**src/rtl/expr_feeder.sv**
```systemverilog
// expr_feeder: valid/ready front end for the fixed-latency expr core, buffering results under credit flow control.
// Defining EXPR_FEEDER_TAG_EN adds out_x, the operand that produced each buffered result.
module expr_feeder #(
   parameter int LATENCY = 16,
   parameter int DEPTH   = 4,
   parameter int DW      = 32
) (
   input  logic          clk,
   input  logic          reset,
   input  logic          in_valid,
   output logic          in_ready,
   input  logic [DW-1:0] in_x,
   output logic [DW-1:0] ex_x,
   input  logic [DW-1:0] ex_result,
   output logic          out_valid,
   input  logic          out_ready,
   output logic [DW-1:0] out_result,
`ifdef EXPR_FEEDER_TAG_EN
   output logic [DW-1:0] out_x,
`endif
   output logic          busy
);

   localparam int CW = $clog2(DEPTH + 1);
   localparam int PW = (DEPTH > 1) ? $clog2(DEPTH) : 1;
   localparam logic [CW-1:0] FULL = CW'(DEPTH);
   localparam logic [PW-1:0] LAST = PW'(DEPTH - 1);

   logic               r_active;
   logic [DW-1:0]      r_exX;
   logic [LATENCY-1:0] r_vpipe;
   logic [CW-1:0]      r_credit;
   logic [CW-1:0]      r_count;
   logic [PW-1:0]      r_wrPtr;
   logic [PW-1:0]      r_rdPtr;
   logic [DW-1:0]      r_resMem [DEPTH];

   logic w_accept;
   logic w_pop;
   logic w_push;

   assign w_accept   = in_valid & in_ready;
   assign w_pop      = out_valid & out_ready;
   assign w_push     = r_vpipe[LATENCY-1];
   // in_ready depends only on registered state, so out_ready never reaches it combinationally
   assign in_ready   = r_active & (r_credit < FULL);
   assign out_valid  = (r_count != '0);
   assign out_result = r_resMem[r_rdPtr];
   assign busy       = (r_credit != '0);
   assign ex_x       = r_exX;

   always_ff @(posedge clk or negedge reset) begin
      if (!reset) begin
         r_active <= 1'b0;
         r_exX    <= '0;
         r_vpipe  <= '0;
      end else begin
         r_active   <= 1'b1;
         r_vpipe[0] <= w_accept;
         for (int i = 1; i < LATENCY; i++) begin
            r_vpipe[i] <= r_vpipe[i-1];
         end
         if (w_accept) begin
            r_exX <= in_x;
         end
      end
   end

   always_ff @(posedge clk or negedge reset) begin
      if (!reset) begin
         r_credit <= '0;
      end else if (w_accept && !w_pop) begin
         r_credit <= r_credit + CW'(1);
      end else if (w_pop && !w_accept) begin
         r_credit <= r_credit - CW'(1);
      end
   end

   // Credits guarantee a free slot whenever a valid slot reaches the end of the pipe
   always_ff @(posedge clk or negedge reset) begin
      if (!reset) begin
         r_wrPtr <= '0;
         r_rdPtr <= '0;
         r_count <= '0;
         for (int i = 0; i < DEPTH; i++) begin
            r_resMem[i] <= '0;
         end
      end else begin
         if (w_push) begin
            r_resMem[r_wrPtr] <= ex_result;
            r_wrPtr           <= (r_wrPtr == LAST) ? '0 : r_wrPtr + PW'(1);
         end
         if (w_pop) begin
            r_rdPtr <= (r_rdPtr == LAST) ? '0 : r_rdPtr + PW'(1);
         end
         if (w_push && !w_pop) begin
            r_count <= r_count + CW'(1);
         end else if (w_pop && !w_push) begin
            r_count <= r_count - CW'(1);
         end
      end
   end

`ifdef EXPR_FEEDER_TAG_EN
   logic [DW-1:0] r_xPipe  [LATENCY];
   logic [DW-1:0] r_tagMem [DEPTH];

   assign out_x = r_tagMem[r_rdPtr];

   // Slot 0 holds the operand as the core sees it, keeping it aligned with r_vpipe
   always_ff @(posedge clk or negedge reset) begin
      if (!reset) begin
         for (int i = 0; i < LATENCY; i++) begin
            r_xPipe[i] <= '0;
         end
         for (int i = 0; i < DEPTH; i++) begin
            r_tagMem[i] <= '0;
         end
      end else begin
         r_xPipe[0] <= w_accept ? in_x : r_exX;
         for (int i = 1; i < LATENCY; i++) begin
            r_xPipe[i] <= r_xPipe[i-1];
         end
         if (w_push) begin
            r_tagMem[r_wrPtr] <= r_xPipe[LATENCY-1];
         end
      end
   end
`endif

endmodule

```
**config.mk**
```make
export PLATFORM = sky130hd
export DESIGN_NAME = expr_feeder
export DESIGN_NICKNAME = d
export VERILOG_FILES = /design/src/rtl/expr_feeder.sv
export SDC_FILE = /design/constraint.sdc
export NUM_CORES = 1
export LEC_CHECK = 0
export CORE_UTILIZATION = 48
export DETAILED_ROUTE_END_ITERATION = 7
export PLACE_DENSITY = 0.74
export SYNTH_ARGS = -nofsm -noshare
export SYNTH_HDL_FRONTEND = slang
export SYNTH_SLANG_ARGS = --single-unit
```
**constraint.sdc**
```tcl
create_clock -name clk -period 2 [get_ports clk]
set_input_delay 0.4 -clock clk [delete_from_list [all_inputs] [get_ports clk]]
set_output_delay 0.4 -clock clk [all_outputs]
set_load 0.01 [all_outputs]
```
# Yosys cells after proc, flatten, opt, wreduce, memory -nomap -nowiden
# Cells that the tools add are included.
# totals
reg_bits	187
latch_bits	0
mem_bits_rw	0
rom_bits	0
inputBits	68
output_inout_bits	67
mem_count	0
# classes
addsub	6
multipliers	0
n_div	0
n_lt_le_gt_ge	4
eq_ne	2
shifts	0
muxes	12
n_bitwise	5
reduce_logical	12
# op_table
cell	count
$bwmux 128	1
$mux 32	3
$bmux 32 s2	1
$demux 32 s2	1
$mux 3	4
$add 3x1->3 const B	2
$ge 3x3->1 const B	2
$not 2->3	2
$reduce_bool 3->1	2
$sub 3x1->3 const B	2
$logic_and 1x1->1	5
$add 2x1->2 const B	2
$eq 2x2->1 const B	2
$mux 2	2
$reduce_bool 2->1	2
$and 1x1->1	3
$logic_not 1->1	3
$lt 3x1->1 const B	1
$lt 3x3->1 const B	1

# Longest topological paths before layout
# depth
word_depth	7
depth_mapped	10
depth_no_buf	9

# Least setup slack after synthesis
# Ideal clock, no wire load.
# synth_path
path_kind	register to register
startpoint	register r_count[1]
endpoint	register r_count[2]
setup_ns	0.079
arrival_ns	1.949
t_required_ns	1.921
setup_slack_ns	-0.028
path_stages_with_launch	9
path_buffers	0
path_cell_list	dfrtp_1 > or3_1 > nand2_1 > ha_1 > inv_1 > fa_1 > xor2_1 > nor2_1 > xor2_1
# synth_between
elab_chain_len	5
elab_cells_between_ends	10
cone_classes	add/sub: 2; mux: 2; bitwise: 1; reduce/logical: 5
# synth_lines
item	line_no	source
start, declared	33	logic [CW-1:0] r_count;
start signal, assigned	97	r_count <= r_count + CW'(1);
start signal, assigned	99	r_count <= r_count - CW'(1);
$reduce_bool 3->1 *	47	assign out_valid = (r_count != '0);
named net out_valid	15	output logic out_valid,
$and 1x1->1 *	43	assign w_pop = out_valid & out_ready;
$logic_not 1->1	96	if (w_push && !w_pop) begin
$logic_and 1x1->1	96	
$mux 3 / $reduce_bool 2->1 (equally long branches)	--	
# The timed path passes the listed nets; every way through them passes the cells marked *. The select of a mux whose other input is x is not followed.
# A chain may end at the register's enable or synchronous reset.

# Worst setup path after layout
# layout_path
startpoint	register r_rdPtr[0]
endpoint	output out_result[1]
# layout_between
elab_chain_len	4
# layout_lines
item	line_no	source
start, declared	35	logic [PW-1:0] r_rdPtr;
start signal, assigned	94	r_rdPtr <= (r_rdPtr == LAST) ? '0 : r_rdPtr + PW'(1);
$not 2->3 (not written as such)	48	assign out_result = r_resMem[r_rdPtr];
$bmux 32 s2	48	
$mux 32 (not written as such) (2 in series)	48	
end, declared	17	output logic [DW-1:0] out_result,
# Every way passes these cells. The select of a mux whose other input is x is not followed.

==> flow_metrics.py <==
metrics = {
    "route": {
        "num_vias": 4290,
        "ant_nets": 0,
        "drc": 0,
        "avgViaCountPerCell": 5.17,
        "drt-pass1-iter-count": 4,
        "totalWireLength_um": 15000,
        "wl_per_cell_um": 18.1,
        "drt_iter0_markers": 124,
    },
    "critical_path": {
        "path_delay_family": "multiplexers",
        "critPathBufInv": 2,
        "path_max_fanout": 8,
        "cp.required_ps": 1600,
        "critical_path_class": "register to output pin",
        "cpPeakStageDelay_ps": 540,
        "r2r_start": "r_count[0]",
        "cp_slowest_cell": "mux4_2",
        "end_kind": "output pin",
        "rrSetupSlack_ps": 60,
        "worstRegToRegCells": 8,
        "cp-start-kind": "register",
        "path_cells": "buf_8 > mux4_2 > buf_6",
        "reg2reg_to": "r_credit[2]",
        "cp.arrival_ps": 1760,
    },
    "layout": {
        "fin_nets": 683,
        "syn2layout_area_growth_pct": 31.4,
        "diodes": 0,
        "final_cell_area_um2": 10100,
        "drive_gt1_share_pct": 49.8,
        "finalNonFillerCells": 829,
        "utilization_pct": 65.5,
    },
    "global_routing": {
        "grt_util_met1_pct": 24.9,
        "grt_util_met2_pct": 32.6,
        "grt_pass1_vias": 4913,
        "grt_overflow_total": 0,
        "grt_usage_pct": 19.8,
        "antenna_found_initial": 0,
        "grt_pass1_wl_um": 24700,
        "grt_max_degree": 50,
        "grt-busiest-layer": "met2",
        "use_met3_pct": 7.73,
    },
    "pwr": {
        "power.density_nw_per_um2": 1680,
        "irDropWorstVdd_v": 0.00103,
        "p_leak_nw": 4.31,
    },
    "logic_synthesis": {
        "synthCells": 444,
        "synth_seq_area_share_pct": 60.9,
        "synth_nets": 521,
        "ys_warn_count": 0,
        "synthesis.area_um2": 7690,
        "avgSynthCellArea_um2": 17.3,
        "synth_cell_type_count": 22,
        "yosys_register_bits": 187,
    },
    "sta": {
        "whs_ps": 353,
        "worst_slack_ps": -155,
        "grt_setup_unrepaired": "true",
        "clock_skew_ps": 4.02,
        "worst_pin_slew_ps": 505,
        "setup_viol": 32,
        "fin_crit_ps": 2160,
        "fin_crit_sh_pct": 108,
        "fmax_mhz": 464,
        "hold_violations": 0,
        "slew_viol_final": 0,
        "relSlewSlack_pct": 66.3,
    },
    "floorplan": {
        "rows": 45,
        "dieArea_um2": 16500,
        "start_util_pct": 49.8,
        "ioPinCount": 135,
        "die_y_um": 129,
        "core_area_um2": 15400,
        "die_x_um": 129,
    },
    "status": {
        "violations": "negative setup slack",
        "status": "finished, violations left",
    },
    "placement": {
        "dp_hpwl_um": 9690,
        "dp.cells": 790,
        "dp_slack_ps": -133,
        "place.gp.congestion": 0.710,
        "portBuffers": 134,
        "placed_area_um2": 9440,
    },
    "cts": {
        "cts.sinks": 187,
        "cts.path.max_buffers": 2,
        "cts_tree": "built",
        "cts_made_buffers": 17,
        "cts-root-buf": "clkbuf_16",
        "htree_levels": 4,
        "clk_pin_slew_worst_paths_ps": 60,
        "insertion_delay_ps": 420,
    },
    "worst_hold_path": {
        "hp-class": "register to register",
        "holdCritStartpoint": "r_vpipe[7]",
        "hold_path_end": "r_vpipe[8]",
        "holdPathStages": 0,
    },
    "flow_run": {
        "maxCapViolations": 0,
    },
}
-- state kept, by name, summed over array words and instances (netlist names) --
register  cells
r_resMem    128
r_vpipe      16
r_count       3
ex_x         32
r_wrPtr       2
r_active      1
r_credit      3
r_rdPtr       2
-- cell usage in the layout, fill, tap and decap left out, types with 2 or more instances in the layout --
cell type and count:
nor2_1 3, ha_1 5, clkinvlp_4 3, clkbuf_8 5
inv_1 6, ha_4 2, mux4_2 32, buf_2 12
clkdlybuf4s50_1 98, mux2_2 164, fa_2 2, nand2_2 4
buf_12 7, clkinv_2 2, clkbuf_16 17, inv_6 2
dfrtp_2 2, dfrtp_1 185, xor2_1 4, buf_6 24
nand2_4 2, clkbuf_2 2, buf_4 20, bufinv_16 2
o21ai_0 2, xnor2_1 2
-- final cells by class --
cell class / instances / area [µm²]
Sequential cell: 187 / 4680
Timing Repair Buffer: 166 / 1650
Tap cell: 211 / 264
Fill cell: 1122 / 5320
Clock buffer: 22 / 494
Clock inverter: 9 / 110
Multi-Input combinational cell: 228 / 2890
Inverter: 6 / 22.5
-- power by group --
group	internal [mW]	leakage [nW]	total, mW	switching, mW
Clock	2.01	0.291	3.39	1.38
Sequential	5.61	2.21	6.51	0.903
Combinational	4.45	1.81	7.06	2.60
-- through the flow --
stage	power (mW)	TNS (ps)
3_3_place_gp	13.3	-674
4_1_cts	17.2	-5550
6_report	17.0	-3990
5_1_grt	17.9	-7050
2_1_floorplan	10.4	0
3_5_place_dp	13.6	-1010
-- metal layers --
layer / wire [µm] / share of wire, % / vias up
met5: 0 / 0 / -
met4: 99 / 0.66 / 0
li1: - / - / 1922
met1: 6450 / 43 / 2221
met3: 1090 / 7.3 / 10
met2: 7400 / 49 / 137
-- worst max-delay path by stage --
| stage | from | endpoint | slack (ps) | depth (start not counted) |
|---|---|---|---|---|
| 4_1_cts | r_rdPtr[0] | out_result[8] | -220 | 4 |
| 3_3_place_gp | in_valid | r_credit[2] | -80 | 9 |
| 2_1_floorplan | r_count[1] | r_count[2] | 2 | 8 |
| 3_5_place_dp | in_valid | r_credit[2] | -130 | 9 |
| 6_report | r_rdPtr[0] | out_result[1] | -160 | 3 |
| 5_1_grt | r_rdPtr[0] | out_result[1] | -250 | 3 |
-- synth_stat cells --
| library cell | n | area share [%] |
|---|---|---|
| and2b_2 | 1 | 0.11 |
| buf_2 | 15 | 0.98 |
| buf_4 | 2 | 0.20 |
| buf_6 | 2 | 0.29 |
| clkbuf_1 | 1 | 0.049 |
| clkbuf_8 | 3 | 0.54 |
| conb_1 | 1 | 0.049 |
| dfrtp_1 | 187 | 61 |
| fa_1 | 2 | 0.52 |
| ha_1 | 7 | 1.1 |
| inv_1 | 6 | 0.29 |
| mux2_2 | 164 | 24 |
| mux4_2 | 32 | 9.4 |
| nand2_1 | 6 | 0.29 |
| nand2_2 | 1 | 0.081 |
| nand3_1 | 1 | 0.065 |
| nor2_1 | 3 | 0.15 |
| o21ai_0 | 2 | 0.13 |
| or3_1 | 1 | 0.081 |
| or3_2 | 1 | 0.098 |
| xnor2_1 | 2 | 0.23 |
| xor2_1 | 4 | 0.46 |
-- cells by family (layout without fill, tap and decap cells) --
family	count (synthesis)	after routing	share of synthesized area, %
multiplexers	196	196	33.4
flip-flops	187	187	60.9
buffers and inverters	29	203	2.34
AND/OR/NAND/NOR	14	14	0.879
adder cells (fa/ha/maj)	9	9	1.66
XOR/XNOR	6	6	0.683
AO/OA/AOI/OAI	2	2	0.130
other	1	1	0.0488
-- what timing repair did --
item | CTS | global route
setup endpoints to repair | 39 | 37
pin swaps | 0 | 6
hold endpoints to repair | 45 | 0
setup buffers | 6 | 2
gates resized for setup | 161 | 14
cloned | 2 | 0
hold buffers | 1 | 0
(Power assumes the default switching activity.)
